## src/rtl/m107_pkg.sv

```systemverilog
// Shared types and constants for the M107 main-bus region decoder:
// table entry struct, decoder state enum and the stock M107 address map.
package m107_pkg;

    // Table entries are stored at a fixed maximum width so the package
    // can stay unparameterised; narrower buses zero-extend into them.
    localparam int ADDR_MAX = 32;
    localparam int WAIT_MAX = 8;

    typedef enum logic [1:0] {
        IDLE,
        WAIT,
        DONE
    } dec_state_t;

    typedef struct packed {
        logic [ADDR_MAX-1:0] base;
        logic [ADDR_MAX-1:0] mask;
        logic [WAIT_MAX-1:0] wait_cnt;
        logic                bank_en;
        logic                valid;
    } region_cfg_t;

    // Stock M107 map, listed in priority order (index 0 first).
    localparam int M107_NUM_DEFAULT = 7;

    localparam region_cfg_t M107_ROM = '{
        base: 32'h000C0000, mask: 32'h000F0000,
        wait_cnt: 8'd1, bank_en: 1'b0, valid: 1'b1};
    localparam region_cfg_t M107_PF_VRAM = '{
        base: 32'h000D0000, mask: 32'h000F0000,
        wait_cnt: 8'd2, bank_en: 1'b0, valid: 1'b1};
    localparam region_cfg_t M107_RAM = '{
        base: 32'h000E0000, mask: 32'h000F0000,
        wait_cnt: 8'd0, bank_en: 1'b0, valid: 1'b1};
    localparam region_cfg_t M107_RESET_VEC = '{
        base: 32'h000FFFF0, mask: 32'h000FFFF0,
        wait_cnt: 8'd1, bank_en: 1'b0, valid: 1'b1};
    localparam region_cfg_t M107_BUFFER = '{
        base: 32'h000F8000, mask: 32'h000F8000,
        wait_cnt: 8'd1, bank_en: 1'b0, valid: 1'b1};
    localparam region_cfg_t M107_EEPROM = '{
        base: 32'h000F0000, mask: 32'h000F8000,
        wait_cnt: 8'd3, bank_en: 1'b0, valid: 1'b1};
    localparam region_cfg_t M107_BANK_ROM = '{
        base: 32'h000A0000, mask: 32'h000E0000,
        wait_cnt: 8'd1, bank_en: 1'b1, valid: 1'b1};

endpackage

```

## src/rtl/bus_region_decoder_match.sv

```systemverilog
// Combinational priority matcher: lowest valid entry whose care bits
// equal the address wins. Ports: per-entry base/mask/valid, addr in; idx, hit, onehot out.
module region_match
    import m107_pkg::*;
#(
    parameter int NUM_REGIONS = 8,
    parameter int IDX_W       = $clog2(NUM_REGIONS)
) (
    input  logic [ADDR_MAX-1:0]    bases  [NUM_REGIONS],
    input  logic [ADDR_MAX-1:0]    masks  [NUM_REGIONS],
    input  logic                   valids [NUM_REGIONS],
    input  logic [ADDR_MAX-1:0]    addr,
    output logic [IDX_W-1:0]       idx,
    output logic                   hit,
    output logic [NUM_REGIONS-1:0] onehot
);

    // Scan from the top down so the lowest matching index is the last
    // assignment and therefore wins.
    always_comb begin
        idx    = '0;
        hit    = 1'b0;
        onehot = '0;
        for (int i = NUM_REGIONS - 1; i >= 0; i--) begin
            if (valids[i] && (((addr ^ bases[i]) & masks[i]) == '0)) begin
                idx    = IDX_W'(i);
                hit    = 1'b1;
                onehot = NUM_REGIONS'(1) << i;
            end
        end
    end

endmodule

```

## src/rtl/bus_region_decoder.sv

```systemverilog
// Registered M107 bus decoder: programmable region table, bank substitution,
// per-region wait states and ready handshake. Ports: cfg_* table write,
// bank_* bank register write, mreq/A request in; sel, miss, out_addr, ready out.
module bus_region_decoder
    import m107_pkg::*;
#(
    parameter int ADDR_W      = 20,
    parameter int NUM_REGIONS = 8,
    parameter int BANK_W      = 4,
    parameter int WAIT_W      = 2
) (
    input  logic                           clk,
    input  logic                           reset_n,
    input  logic                           cfg_we,
    input  logic [$clog2(NUM_REGIONS)-1:0] cfg_idx,
    input  logic [ADDR_W-1:0]              cfg_base,
    input  logic [ADDR_W-1:0]              cfg_mask,
    input  logic [WAIT_W-1:0]              cfg_wait,
    input  logic                           cfg_bank_en,
    input  logic                           cfg_valid,
    input  logic                           bank_we,
    input  logic [BANK_W-1:0]              bank_din,
    input  logic [BANK_W-1:0]              bank_mask,
    input  logic                           mreq,
    input  logic [ADDR_W-1:0]              A,
    output logic [NUM_REGIONS-1:0]         sel,
    output logic                           miss,
    output logic [ADDR_W-1:0]              out_addr,
    output logic                           ready
);

    localparam int IDX_W = $clog2(NUM_REGIONS);

    region_cfg_t         regions [NUM_REGIONS];
    logic [BANK_W-1:0]   bank_q;
    logic [BANK_W-1:0]   bank_mask_q;
    dec_state_t          state;
    logic [WAIT_MAX-1:0] cnt;

    logic [ADDR_MAX-1:0]    bases  [NUM_REGIONS];
    logic [ADDR_MAX-1:0]    masks  [NUM_REGIONS];
    logic                   valids [NUM_REGIONS];
    logic [ADDR_MAX-1:0]    a_ext;
    logic [IDX_W-1:0]       win_idx;
    logic                   hit;
    logic [NUM_REGIONS-1:0] hit_sel;
    logic [WAIT_MAX-1:0]    win_wait;
    logic                   win_bank;
    logic [BANK_W-1:0]      a_top;
    logic [BANK_W-1:0]      sub_top;
    logic [ADDR_W-1:0]      xlat_addr;

    always_comb begin
        for (int i = 0; i < NUM_REGIONS; i++) begin
            bases[i]  = regions[i].base;
            masks[i]  = regions[i].mask;
            valids[i] = regions[i].valid;
        end
    end

    assign a_ext = ADDR_MAX'(A);

    region_match #(
        .NUM_REGIONS (NUM_REGIONS)
    ) u_match (
        .bases  (bases),
        .masks  (masks),
        .valids (valids),
        .addr   (a_ext),
        .idx    (win_idx),
        .hit    (hit),
        .onehot (hit_sel)
    );

    // A miss behaves as a zero-wait, non-banked access.
    always_comb begin
        win_wait  = hit ? regions[win_idx].wait_cnt : '0;
        win_bank  = hit & regions[win_idx].bank_en;
        a_top     = A[ADDR_W-1 -: BANK_W];
        sub_top   = (bank_q & bank_mask_q) | (a_top & ~bank_mask_q);
        xlat_addr = A;
        if (win_bank) begin
            xlat_addr[ADDR_W-1 -: BANK_W] = sub_top;
        end
    end

    always_ff @(posedge clk or negedge reset_n) begin
        if (!reset_n) begin
            for (int i = 0; i < NUM_REGIONS; i++) begin
                regions[i] <= '0;
            end
            bank_q      <= '0;
            bank_mask_q <= '0;
        end else begin
            if (cfg_we) begin
                regions[cfg_idx] <= '{
                    base:     ADDR_MAX'(cfg_base),
                    mask:     ADDR_MAX'(cfg_mask),
                    wait_cnt: WAIT_MAX'(cfg_wait),
                    bank_en:  cfg_bank_en,
                    valid:    cfg_valid};
            end
            if (bank_we) begin
                bank_q      <= bank_din;
                bank_mask_q <= bank_mask;
            end
        end
    end

    // Everything a request needs is captured at decode, so later table
    // or bank writes cannot disturb a request already in flight.
    always_ff @(posedge clk or negedge reset_n) begin
        if (!reset_n) begin
            state    <= IDLE;
            sel      <= '0;
            miss     <= 1'b0;
            out_addr <= '0;
            ready    <= 1'b0;
            cnt      <= '0;
        end else begin
            ready <= 1'b0;
            unique case (state)
                IDLE: begin
                    if (mreq) begin
                        sel      <= hit_sel;
                        miss     <= ~hit;
                        out_addr <= xlat_addr;
                        cnt      <= win_wait;
                        state    <= WAIT;
                    end
                end
                WAIT: begin
                    if (!mreq) begin
                        sel   <= '0;
                        miss  <= 1'b0;
                        state <= IDLE;
                    end else if (cnt == '0) begin
                        ready <= 1'b1;
                        state <= DONE;
                    end else begin
                        cnt <= cnt - WAIT_MAX'(1);
                    end
                end
                DONE: begin
                    if (!mreq) begin
                        sel   <= '0;
                        miss  <= 1'b0;
                        state <= IDLE;
                    end
                end
                default: state <= IDLE;
            endcase
        end
    end

endmodule

```

## config.mk

```make
export PLATFORM = sky130hd
export DESIGN_NAME = bus_region_decoder
export DESIGN_NICKNAME = d
export VERILOG_FILES = /design/src/rtl/m107_pkg.sv /design/src/rtl/bus_region_decoder_match.sv /design/src/rtl/bus_region_decoder.sv
export SDC_FILE = /design/constraint.sdc
export NUM_CORES = 1
export LEC_CHECK = 0
export CAP_MARGIN = 30
export CORE_MARGIN = 4
export CORE_UTILIZATION = 30
export CTS_BUF_LIST = sky130_fd_sc_hd__clkbuf_2 sky130_fd_sc_hd__clkbuf_4 sky130_fd_sc_hd__clkbuf_8
export DETAILED_ROUTE_END_ITERATION = 8
export PLACE_DENSITY = 0.48
export SYNTH_ARGS = -nofsm -noshare
export SYNTH_HDL_FRONTEND = slang
export SYNTH_SLANG_ARGS = --single-unit
```

## constraint.sdc

```tcl
create_clock -name clk -period 2.9 [get_ports clk]
set_input_delay 0.29 -clock clk [delete_from_list [all_inputs] [get_ports clk]]
set_output_delay 0.29 -clock clk [all_outputs]
set_load 0.01 [all_outputs]
```

### Yosys cells after proc, flatten, opt, wreduce, memory -nomap -nowiden

Cells that the tools add are included.
W data, S select, Z words.

| cells by class | value |
|---|---|
| add/sub/neg operators | 1 |
| $lt $le $gt $ge | 3 |
| equal/unequal tests | 8 |
| muxes and demuxes | 50 |
| bitwise operators | 24 |
| reductions and logical operators | 26 |

Operators by type and width:

| cell | count |
|---|---|
| $bwmux W592 | 1 |
| $and A32 B32 Y32 | 8 |
| $logic_not A32 Y1 | 8 |
| $xor A20 B32 Y32 | 8 |
| $bmux W74 S3 | 1 |
| $demux W74 S3 | 1 |
| $mux W8 | 14 |
| $mux W74 | 1 |
| $pmux W8 S2 | 2 |
| $mux W3 | 8 |
| $mux W10 | 2 |
| $mux W1 | 13 |
| $ne A2 B2 Y1 const B | 5 |
| $logic_and A1 B1 Y1 | 9 |
| $and A4 B4 Y4 | 2 |
| $ge A4 B4 Y1 const B | 2 |
| $logic_not A8 Y1 | 1 |
| $mux W2 | 4 |
| $not A3 Y4 | 2 |
| $sub A8 B1 Y8 const B | 1 |
| $pmux W2 S3 | 1 |
| $reduce_and A3 Y1 | 2 |
| $lt A4 B1 Y1 const B | 1 |
| $mux W4 | 1 |
| other kinds (13) | 14 |

| storage, ports and cells | value |
|---|---|
| flip-flop bits (word level) | 640 |
| input bits | 80 |
| output and inout bits | 30 |
| logic and storage cells | 160 |

### Longest topological paths before layout

Gate-level depths: netlist of the first run.

| logic depth | value |
|---|---|
| depth after elaboration | 19 |
| mapped depth | 13 |
| mapped depth without buffers | 11 |

### Cells and area by module

A second synthesis of the first run with hierarchy kept.

| second synthesis, totals | value |
|---|---|
| cell total of the unflattened synthesis | 1442 |
| area, all modules | 19446.2 um2 |

Modules (own cells, without submodules):

| module | instances | cells an instance | area an instance (um2) | sequential area each (um2) |
|---|---|---|---|---|
| bus_region_decoder | 1 | 962 | 15499.9 | 10009.6 |
| region_match | 1 | 480 | 3946.3 | 0.0 |

### Worst setup path after synthesis of the first run

Ideal clock, no wire load.

| timing path | value |
|---|---|
| path kind | input port to flip-flop |
| start | input port A[15] |
| end | register out_addr[18] |
| setup time | 130 ps |
| arrival time | 2644 ps |
| required time | 2770 ps |
| path slack | 126 ps |
| stages on the path | 13 |
| buffers on the path | 2 |
| cells stage by stage | buf_2 xor2_1 a22oi_1 nand4_1 or4_1 o211ai_1 a211o_1 buf_6 mux2i_1 nor3_2 or3_4 nand4_1 a31oi_1 |

| between the ends | value |
|---|---|
| cells in the longest elaborated chain, start to end | 18 |
| elaborated cells between the ends (all ways) | 54 |
| those cells by class | mux: 20; bitwise: 18; reduce/logical: 16 |

Ends and longest elaborated chain:

| what | RTL line | RTL |
|---|---|---|
| start, declared | bus_region_decoder.sv:25 | `input logic [ADDR_W-1:0] A,` |
| $xor A20 B32 Y32 | bus_region_decoder_match.sv:25 | `if (valids[i] && (((addr ^ bases[i]) & masks[i]) == '0)) begin` |
| $and A32 B32 Y32 | bus_region_decoder_match.sv:25 |  |
| $logic_not A32 Y1 | bus_region_decoder_match.sv:25 |  |
| $logic_and A1 B1 Y1 | bus_region_decoder_match.sv:25 |  |
| $mux W3 (8 in a row) | bus_region_decoder_match.sv:25 |  |
| $not A3 Y4 (implied by the code) | bus_region_decoder.sv:78 | `win_bank = hit & regions[win_idx].bank_en;` |
| $bmux W74 S3 | bus_region_decoder.sv:78 |  |
| $mux W10 (implied by the code) (2 in a row) | bus_region_decoder.sv:78 |  |
| $and A1 B1 Y1 * | bus_region_decoder.sv:78 |  |
| $mux W4 * | bus_region_decoder.sv:82 | `if (win_bank) begin` |
| end signal, assigned | bus_region_decoder.sv:127 | `out_addr <= xlat_addr;` |
| end, declared | bus_region_decoder.sv:28 | `output logic [ADDR_W-1:0] out_addr,` |

Mark *: on every way between the ends. The rest lies on a longest branch, timed or not. The select of a mux whose other input is x is not followed.
A chain may end at the register's enable or synchronous reset.

### Worst setup path after layout of the first run

| timing path | value |
|---|---|
| start | input port A[9] |
| end | register out_addr[16] |

The elaborated chain is that of the path after synthesis.

==> results of run 1 <==
-- report_power, final --
part / switching [mW] / total, mW / internal (mW)
clock network: 2.40 / 5.58 / 3.18
logic: 2.24 / 4.59 / 2.35
registers: 0.810 / 7.70 / 6.89
total: 5.46 / 17.9 / 12.4
-- sequential cells by signal (all words and copies together) (netlist names) --
register and flops:
bases 160, masks 160, regions 32, out_addr 20, cnt 8, sel 8
bank_mask_q 4, bank_q 4, state 2, miss 1, ready 1
-- repair_timing --
action	4_1_cts	5_1_grt
setup endpoints to repair	6	6
setup buffers	4	3
gates resized for setup	13	12
hold endpoints to repair	68	0
pin swaps	21	12
hold buffers	1	0
-- stage by stage --
step	power [mW]	TNS [ns]
global placement	12.3	-5.98
CTS	18.1	-0.533
global route	18.9	-1.32
floorplan	10.1	0
detailed placement	12.4	-6.23
finish	17.9	-0.536
-- final cells by class --
type	instances	area [um^2]	share of cell area (%)
antenna	1	2.50	0.0110
clock buffer	114	1420	6.26
clock inverter	11	87.6	0.386
inverter	5	18.8	0.0828
multi-input combinational	869	7690	33.9
sequential	400	10000	44.1
tap	773	967	4.26
timing repair buffer	254	2480	10.9
-- per-layer routing --
metal  track usage [%]  vias to the layer above  part of all wire, %
met5                 0                        -                    0
met4              5.86                        0                  2.8
met3              2.96                       81                  3.5
met2              28.4                      232                   48
met1              23.4                     6154                   46
li1                  -                     5330                    -
-- kinds of logic after synthesis --
kind of cell    count (synthesis)  share of synthesized area [%]
compound gates                129                           5.18
fa+ha+maj                       5                          0.349
xor+xnor                      164                           8.01
buf+inv                        70                           1.90
flops                         400                           55.8
simple gates                  198                           5.42
mux                           373                           23.4
-- final timing paths --
check	endpoint	slack [ns]	cells past startpoint
max	out_addr[16]	-0.12	14
min	out_addr[9]	0.27	2
max reg2reg	out_addr[16]	-0.10	12
min reg2reg	out_addr[5]	0.47	2
max in group asynchronous	cnt[2]	1.76	3
min in group clk	bank_q[3]	0.27	2
-- cell usage in the layout (no fill, tap or decap), drive strengths merged, types with 3 or more instances in the layout --
| cell type | instances |
|---|---|
| a31oi | 4 |
| a22oi | 78 |
| or3 | 5 |
| clkinvlp | 3 |
| nor4 | 6 |
| inv | 5 |
| mux2 | 365 |
| ha | 5 |
| clkbuf | 114 |
| nor3b | 4 |
| a22o | 4 |
| nand4b | 3 |
| xor2 | 161 |
| clkdlybuf4s50 | 108 |
| mux2i | 8 |
| nand2 | 100 |
| nor2 | 20 |
| dfrtp | 400 |
| o211ai | 3 |
| a21oi | 10 |
| o21ai | 14 |
| nor3 | 11 |
| nand4 | 31 |
| a222oi | 7 |
| buf | 145 |
| clkinv | 7 |
| nand3 | 10 |
| xnor2 | 3 |
-- worst max-delay path, cell delays in order --
cell,delay (ns)
clkdlybuf4s50_1,0.49
buf_4,0.22
xor2_1,0.21
a22oi_1,0.25
nand4_1,0.14
or4_4,0.57
o211ai_1,0.12
a211o_1,0.23
buf_6,0.14
mux2i_2,0.21
nor3_2,0.07
or3_4,0.40
nand4_1,0.09
a31oi_1,0.09
==> reports/metrics.csv, run 1 <==
metric,value,unit
pre_cts_ws,-0.869,ns
syn_inst,1339,
relSlewSlack,46.1,%
grt_max_degree,78,
power_density,788,mW/mm^2
gp_congestion,0.797,
die_area,0.0638,mm^2
nets,1688,
setup.worst_path.end_class,flop,
synth_nets,1424,
final_cell_area,0.0227,mm^2
violations,setup timing,
vdd.ir_drop.worst,0.301,mV
ys_seq_elements,400,
die_w,253,um
clk_latency,0.63,ns
start_util,30.3,%
cp_data_required_time,3.40,ns
period_share,104,%
cap_violations,0,
synthArstFlopShare,100,%
layout_setup_ws,-0.115,ns
grt_pass1_wl,82100,um
synth-warning-count,0,
fmax,0.332,GHz
avgRoutedWirePerCell,22.7,um
ys_dominant_reg_cell,dfrtp_1,
post-synth-top-area-cell,dfrtp_1,
synthTopCellsByCount,"400 x dfrtp_1, 365 x mux2_2, 161 x xor2_1, 100 x nand2_1, 78 x a22oi_1",
cts_buffers,73,
drtPass1Iterations,7,
setup.worst_path.class,in2reg,
layout.cells.non_filler,2427,
fillers,5643,
dpl.cell_count,2294,
io_buffers,109,
place_area,0.0210,mm^2
antenna_found_initial,5,
rsz0062_at_grt,yes,
synthTopCellsByArea,"dfrtp_1 56%, mux2_2 23%, xor2_1 7.9%",
drtIter0Drc,721,
htreeDepth,3,
arrival,3.52,ns
fin_crit,3.02,ns
leakagePower,9.91,nW
worst_setup_path_start_kind,primary input,
hold_viol_final,0,
crit_fanout,6,
cts_buffer_depth,3,
fin_util,38.4,%
grt.total_usage,17.3,%
path_clk_slew,0.06,ns
clock_sinks,400,
die-height,253,um
setup_viol,6,
cts_tree,done,
first_global_vias,12600,
r2r-start,bases[73],
skew,0.0325,ns
yosysSeqAreaShare,55.8,%
post_route_cells_drive_above_1_share,40.0,%
hp-class,in2async,
yosysUniqueCellTypes,43,
num_rows,89,
synth.most_common_cell,dfrtp_1,
startpoint,A[9],
syn2layout_area_growth,26.4,%
synth_edf_count,0,
tightest_slew,0.806,ns
hold_ws,0.269,ns
fp.coreArea,0.0591,mm^2
synth_area,0.0179,mm^2
grt.overflow.total,0,
avgViaCountPerCell,4.86,
outcome,"finished, violations left",
yosysTopAreaCellShare,55.8,%
dpl.hpwl,37400,um
wl,55000,um
syn_avg_cell_area,13.4,um^2
ioPinCount,110,
drv_slew,0,
drc,0,
cts-root-buf,clkbuf_8,
via_count,11800,
antenna_left,0,
Power figures use the tool's default switching activity.
==> run 2: changes to the inputs <==
Settings changed: MAX_ROUTING_LAYER from default to met4.
==> run 2 against run 1 <==
Effect of this change: the run still ends with setup timing left; flip-flop and latch count unchanged; global-route usage is 0.52 points higher; combinational power hardly changed; critical path depth grew 1; critical path type unchanged; largest cell class unchanged.
==> reports/metrics.csv, run 2 (synthesis results as in run 1) <==
metric,value,unit,change
outcome,"finished, violations left",,
violations,setup timing,,
layout_setup_ws,-0.157,ns,-0.0417 ns
pwr-share-comb,25.7,%,about the same
die_area,0.0638,mm^2,unchanged
fillers,5643,,unchanged
p_sw,5.45,mW,-0.12%
setup.worst_path.class,in2reg,,
die_w,253,um,unchanged
io_buffers,109,,unchanged
multi_input_area,0.00768,mm^2,about the same
hold_viol_final,0,,unchanged
avgViaCountPerCell,4.87,,+0.24%
clock_sinks,400,,unchanged
ioPinCount,110,,unchanged
dpl.cell_count,2294,,unchanged
htreeDepth,3,,unchanged
antenna_left,0,,unchanged
cp_top_family,simple AND/OR/NAND/NOR gates,,
p_int,12.4,mW,about the same
critPathBufInv,5,,+2
power.total,17.9,mW,about the same
crit_top_cell,buf_4,,
via_count,11800,,+0.20%
num_rows,89,,unchanged
seq_power_share,43.1,%,about the same
gp_congestion,0.809,,+1.5%
period_share,105,%,+1.4 points
grt_max_degree,78,,unchanged
clk_latency,0.64,ns,about the same
dpl.hpwl,37400,um,unchanged
grt.overflow.total,0,,unchanged
fin_crit,3.06,ns,+0.0417 ns
cts_buffer_depth,3,,unchanged
fp.coreArea,0.0591,mm^2,unchanged
switching_share,30.5,%,about the same
leakagePower,9.90,nW,about the same
area.sequential,0.0100,mm^2,unchanged
fin_util,38.3,%,about the same
nets,1687,,-0.059%
relSlewSlack,47.1,%,+1.0 points
drv_slew,0,,unchanged
grt_pass1_wl,82100,um,about the same
drc,0,,unchanged
path_cells,clkdlybuf4s50_1 -> buf_4 -> buf_4 -> xor2_1 -> a22oi_1 -> nand4_1 -> nor4_1 -> buf_4 -> nor2b_1 -> o21bai_2 -> buf_4 -> nor3b_2 -> or3_4 -> nand4_1 -> a31oi_1,,
syn2layout_area_growth,26.3,%,about the same
fmax,0.327,GHz,-1.4%
path_clk_slew,0.06,ns,about the same
arrival,3.56,ns,+0.04 ns
tightest_slew,0.791,ns,-0.0155 ns
post_route_cells_drive_above_1_share,40.0,%,-0.097 points
vdd.ir_drop.worst,0.304,mV,+1.1%
cp_data_required_time,3.41,ns,about the same
layout.cells.non_filler,2426,,-0.041%
antenna_found_initial,5,,unchanged
pwr-share-clk,31.2,%,about the same
drtPass1Iterations,7,,unchanged
setup_tns,-0.722,ns,-0.186 ns
cpPeakStageDelay,0.50,ns,-0.07 ns
worst_setup_path_start_kind,primary input,,
skew,0.0273,ns,-0.00518 ns
grt.total_usage,17.9,%,+0.52 points
mostFrequentLayoutCells,"400 x dfrtp_1, 364 x mux2_2, 160 x xor2_1",,
hold_ws,0.264,ns,-0.00526 ns
pre_cts_ws,-0.869,ns,unchanged
place_area,0.0210,mm^2,unchanged
rsz0062_at_grt,yes,,
setup.worst_path.end_class,flop,,
avgRoutedWirePerCell,22.7,um,+0.14%
setup_viol,6,,unchanged
start_util,30.3,%,unchanged
final_common_cell,dfrtp_1,,
drtIter0Drc,763,,+5.8%
hp-class,in2async,,
cap_violations,0,,unchanged
final_cell_area,0.0227,mm^2,about the same
wl,55100,um,+0.10%
die-height,253,um,unchanged
cts-root-buf,clkbuf_8,,
cp_slowest_cell,clkdlybuf4s50_1,,
cts_tree,done,,
first_global_vias,12600,,-0.17%
cts_buffers,73,,unchanged
crit_fanout,6,,unchanged
power_density,788,mW/mm^2,about the same
## run 2: cell types whose count changed in the layout (fill, tap and decap cells not counted)
cell / change
nor4_2: -1
buf_4: -1
nor4_1: +1
## run 2: path summary, 6_finish.rpt
path / start / to / slack, ns / cells past startpoint
setup / recovery: A[11] / out_addr[16] / -0.16 / 15
hold / removal: reset_n / out_addr[9] / 0.26 / 2
setup reg to reg: bases[232] / out_addr[16] / -0.11 / 12
hold reg to reg: out_addr[5] / out_addr[5] / 0.47 / 2
max in group asynchronous: reset_n / cnt[2] / 1.77 / 3
min in group clk: bank_din[3] / bank_q[3] / 0.27 / 2
## run 2: area by class of cell
type                            count  area share (%)
Timing Repair Buffer              253            10.9
Clock inverter                     11           0.386
Clock buffer                      114            6.26
Inverter                            5          0.0828
Multi-Input combinational cell    869            33.9
Antenna cell                        1          0.0110
Tap cell                          773            4.27
Sequential cell                   400            44.2
## run 2: worst register-to-register path, stage by stage (launching register included)
cell,delay [ns]
dfrtp_1,0.39
xor2_1,0.23
a22oi_1,0.23
nand4_1,0.13
nor4_1,0.47
buf_4,0.23
nor2b_1,0.06
o21bai_2,0.23
buf_4,0.18
nor3b_2,0.16
or3_4,0.42
nand4_1,0.09
a31oi_1,0.09
## run 2: power by group through the flow
stage | combinational (mW) | sequential, mW | clock (mW)
floorplan | 2.51 | 7.64 | 0
global placement | 4.53 | 7.74 | 0
detailed placement | 4.59 | 7.78 | 0
CTS | 4.64 | 7.70 | 5.76
global route | 4.99 | 7.86 | 6.06
finish | 4.59 | 7.70 | 5.58
## run 2: routing by layer
layer  share of wire [%]  vias up  wire, um  GRT usage [%]
met1                  46     6145     25300           23.5
met5                   0        -         0              -
met2                  48      250     26300           28.4
met3                 3.5       93      1910           2.80
li1                    -     5333         -              -
met4                 2.9        0      1580           5.88
## run 2: what timing repair did
action	in CTS	in global routing
endpoints found under the setup margin	6	6
endpoints found under the hold margin	68	0
gates resized for setup	13	11
hold buffers	1	0
pin swaps	21	11
setup buffers	4	2
==> run 3: changes to the inputs <==
Settings changed: CORE_UTILIZATION 30 to 44, CTS_BUF_LIST sky130_fd_sc_hd__clkbuf_2 sky130_fd_sc_hd__clkbuf_4 sky130_fd_sc_hd__clkbuf_8 to sky130_fd_sc_hd__clkbuf_4, PLACE_DENSITY 0.48 to 0.64.
Clock period 2.9 ns to 3.9 ns, I/O delays scaled along.
==> run 3 against run 2 <==
Effect of this change: total power down 30%; via count up 0.45%; worst hold slack worse by 0.023 ns; highest routed layer unchanged; flip-flop and latch count unchanged; count of clock-buffer cells in the layout up 45; register-to-register slack better by 0.66 ns; sequential power down 26%; the flow now finishes without violations; combinational power down 32%.
==> reports/metrics.csv, run 3 (synthesis results as in run 1) <==
metric,value,unit,change
die_w,210,um,-17%
grt.overflow.total,0,,unchanged
cts_resized,0,,-13
die-height,210,um,-17%
grt_max_degree,120,,+54%
final_common_cell,dfrtp_1,,
antenna_left,0,,unchanged
cts-root-buf,clkbuf_4,,
setup_viol,0,,-6
pwr-share-comb,24.7,%,-1.0 points
cts_setup_buffers,0,,-4
layout.cells.non_filler,2177,,-10%
rsz0062_at_grt,no,,
switching_share,30.3,%,-0.17 points
cts_buffers,103,,+41%
p_sw,3.81,mW,-30%
leakagePower,9.59,nW,-3.2%
avgViaCountPerCell,5.45,,+12%
start_util,44.8,%,+15 points
seq_power_share,45.5,%,+2.4 points
dpl.cell_count,1992,,-13%
worst_setup_path_start_kind,flop,,
avgRoutedWirePerCell,22.3,um,-1.9%
fin_crit,3.35,ns,
drtIter0Drc,711,,-6.8%
period_share,86.0,%,
clock_sinks,400,,unchanged
hold_ws,0.241,ns,-0.0226 ns
dpl.hpwl,32900,um,-12%
die_area,0.0441,mm^2,-31%
cap_violations,0,,unchanged
skew,0.0373,ns,+0.0100 ns
crit_fanout,3,,-3
vdd.ir_drop.worst,0.258,mV,-15%
syn2layout_area_growth,20.3,%,
htreeDepth,3,,unchanged
wl,48500,um,-12%
relSlewSlack,32.8,%,-14 points
setup.worst_path.class,reg2reg,,
hold_buffers,1,,unchanged
ioPinCount,110,,unchanged
post_route_cells_drive_above_1_share,38.2,%,-1.8 points
p_int,8.75,mW,-30%
gp_congestion,0.855,,+5.7%
power_density,582,mW/mm^2,-26%
hold_viol_final,0,,unchanged
cp_data_required_time,4.54,ns,+1.13 ns
fp.coreArea,0.0400,mm^2,-32%
grt_pass1_wl,75100,um,-8.6%
path_clk_slew,0.07,ns,about the same
outcome,"finished, final reports clean",,
mostFrequentLayoutCells,"400 x dfrtp_1, 365 x mux2_2, 161 x xor2_1",,
tightest_slew,1.01,ns,+0.217 ns
antenna_found_initial,2,,-3
arrival,3.99,ns,+0.43 ns
drv_slew,0,,unchanged
pwr-share-clk,29.8,%,-1.4 points
grt.total_usage,22.9,%,+5.0 points
num_rows,73,,-18%
setup.worst_path.end_class,flop,,
hp-class,in2reg,,
fmax,0.298,GHz,
drtPass1Iterations,5,,-2
clk_latency,0.78,ns,+0.14 ns
first_global_vias,12500,,-0.57%
io_buffers,109,,unchanged
via_count,11900,,+0.45%
cts_tree,done,,
nets,1658,,-1.7%
drc,0,,unchanged
cts_buffer_depth,3,,unchanged
[run 3: cell types whose count changed in the layout (fill, tap and decap cells not counted), moves of 3 or more]
cell / before / now
clkbuf_4: 24 / 159
clkbuf_8: 90 / 0
buf_4: 118 / 71
clkinv_1: 0 / 13
buf_12: 23 / 13
o21ai_0: 7 / 13
o21ai_1: 7 / 1
clkinv_2: 7 / 3
a22oi_1: 75 / 78
a22oi_2: 3 / 0
[run 3: power groups by stage]
stage,sequential (mW),clock (mW),combinational (mW)
after CTS,5.71,3.85,3.14
after global routing,5.83,4.09,3.39
after detailed placement,5.79,0,3.12
final,5.71,3.74,3.11
after global placement,5.75,0,3.06
after floorplan,5.68,0,1.86
[run 3: final timing paths]
path | from | to | slack, ns | depth (start not counted)
min | bank_mask[0] | bank_mask_q[0] | 0.24 | 2
max | bases[137] | cnt[0] | 0.55 | 16
max in group asynchronous | reset_n | masks[205] | 2.60 | 3
min in group asynchronous | reset_n | out_addr[9] | 0.29 | 2
max reg2reg | bases[137] | cnt[0] | 0.55 | 16
min reg2reg | out_addr[15] | out_addr[15] | 0.47 | 2
[run 3: final cells by class]
type	count	area, um^2
fill	3517	18400
sequential	400	10000
multi-input combinational	869	7610
timing repair buffer	194	1900
clock buffer	159	1190
tap	525	657
clock inverter	23	183
inverter	5	18.8
antenna	2	5.00
[run 3: critical path, stage by stage (launching register included)]
cell	delay, ns
dfrtp_1	0.38
xor2_1	0.20
a222oi_1	0.40
buf_4	0.17
nand3_1	0.08
buf_4	0.18
nor3_2	0.20
buf_4	0.17
a211oi_1	0.05
o21bai_1	0.39
buf_4	0.20
buf_4	0.11
mux2_2	0.31
o21ai_0	0.12
o21ai_0	0.11
nand2_1	0.08
o21ai_0	0.07
[run 3: metrics by stage]
step	util, %	setup WS (ns)	setup TNS [ns]	cell area [um^2]	total power, mW
CTS	53.9	0.571	0	21600	12.7
floorplan	-	1.03	0	17900	7.55
finish	53.9	0.545	0	21600	12.6
detailed placement	50.5	-0.105	-0.350	20200	8.91
global placement	50.5	-0.0853	-0.241	20200	8.81
global route	53.9	0.371	0	21600	13.3
[run 3: layer usage]
| layer | vias up | share of wire [%] | GRT usage (%) |
|---|---|---|---|
| li1 | 5352 | - | - |
| met1 | 6117 | 46 | 30.9 |
| met2 | 319 | 46 | 34.6 |
| met3 | 86 | 5.4 | 5.16 |
| met4 | 0 | 2.7 | 7.40 |
| met5 | - | 0 | - |
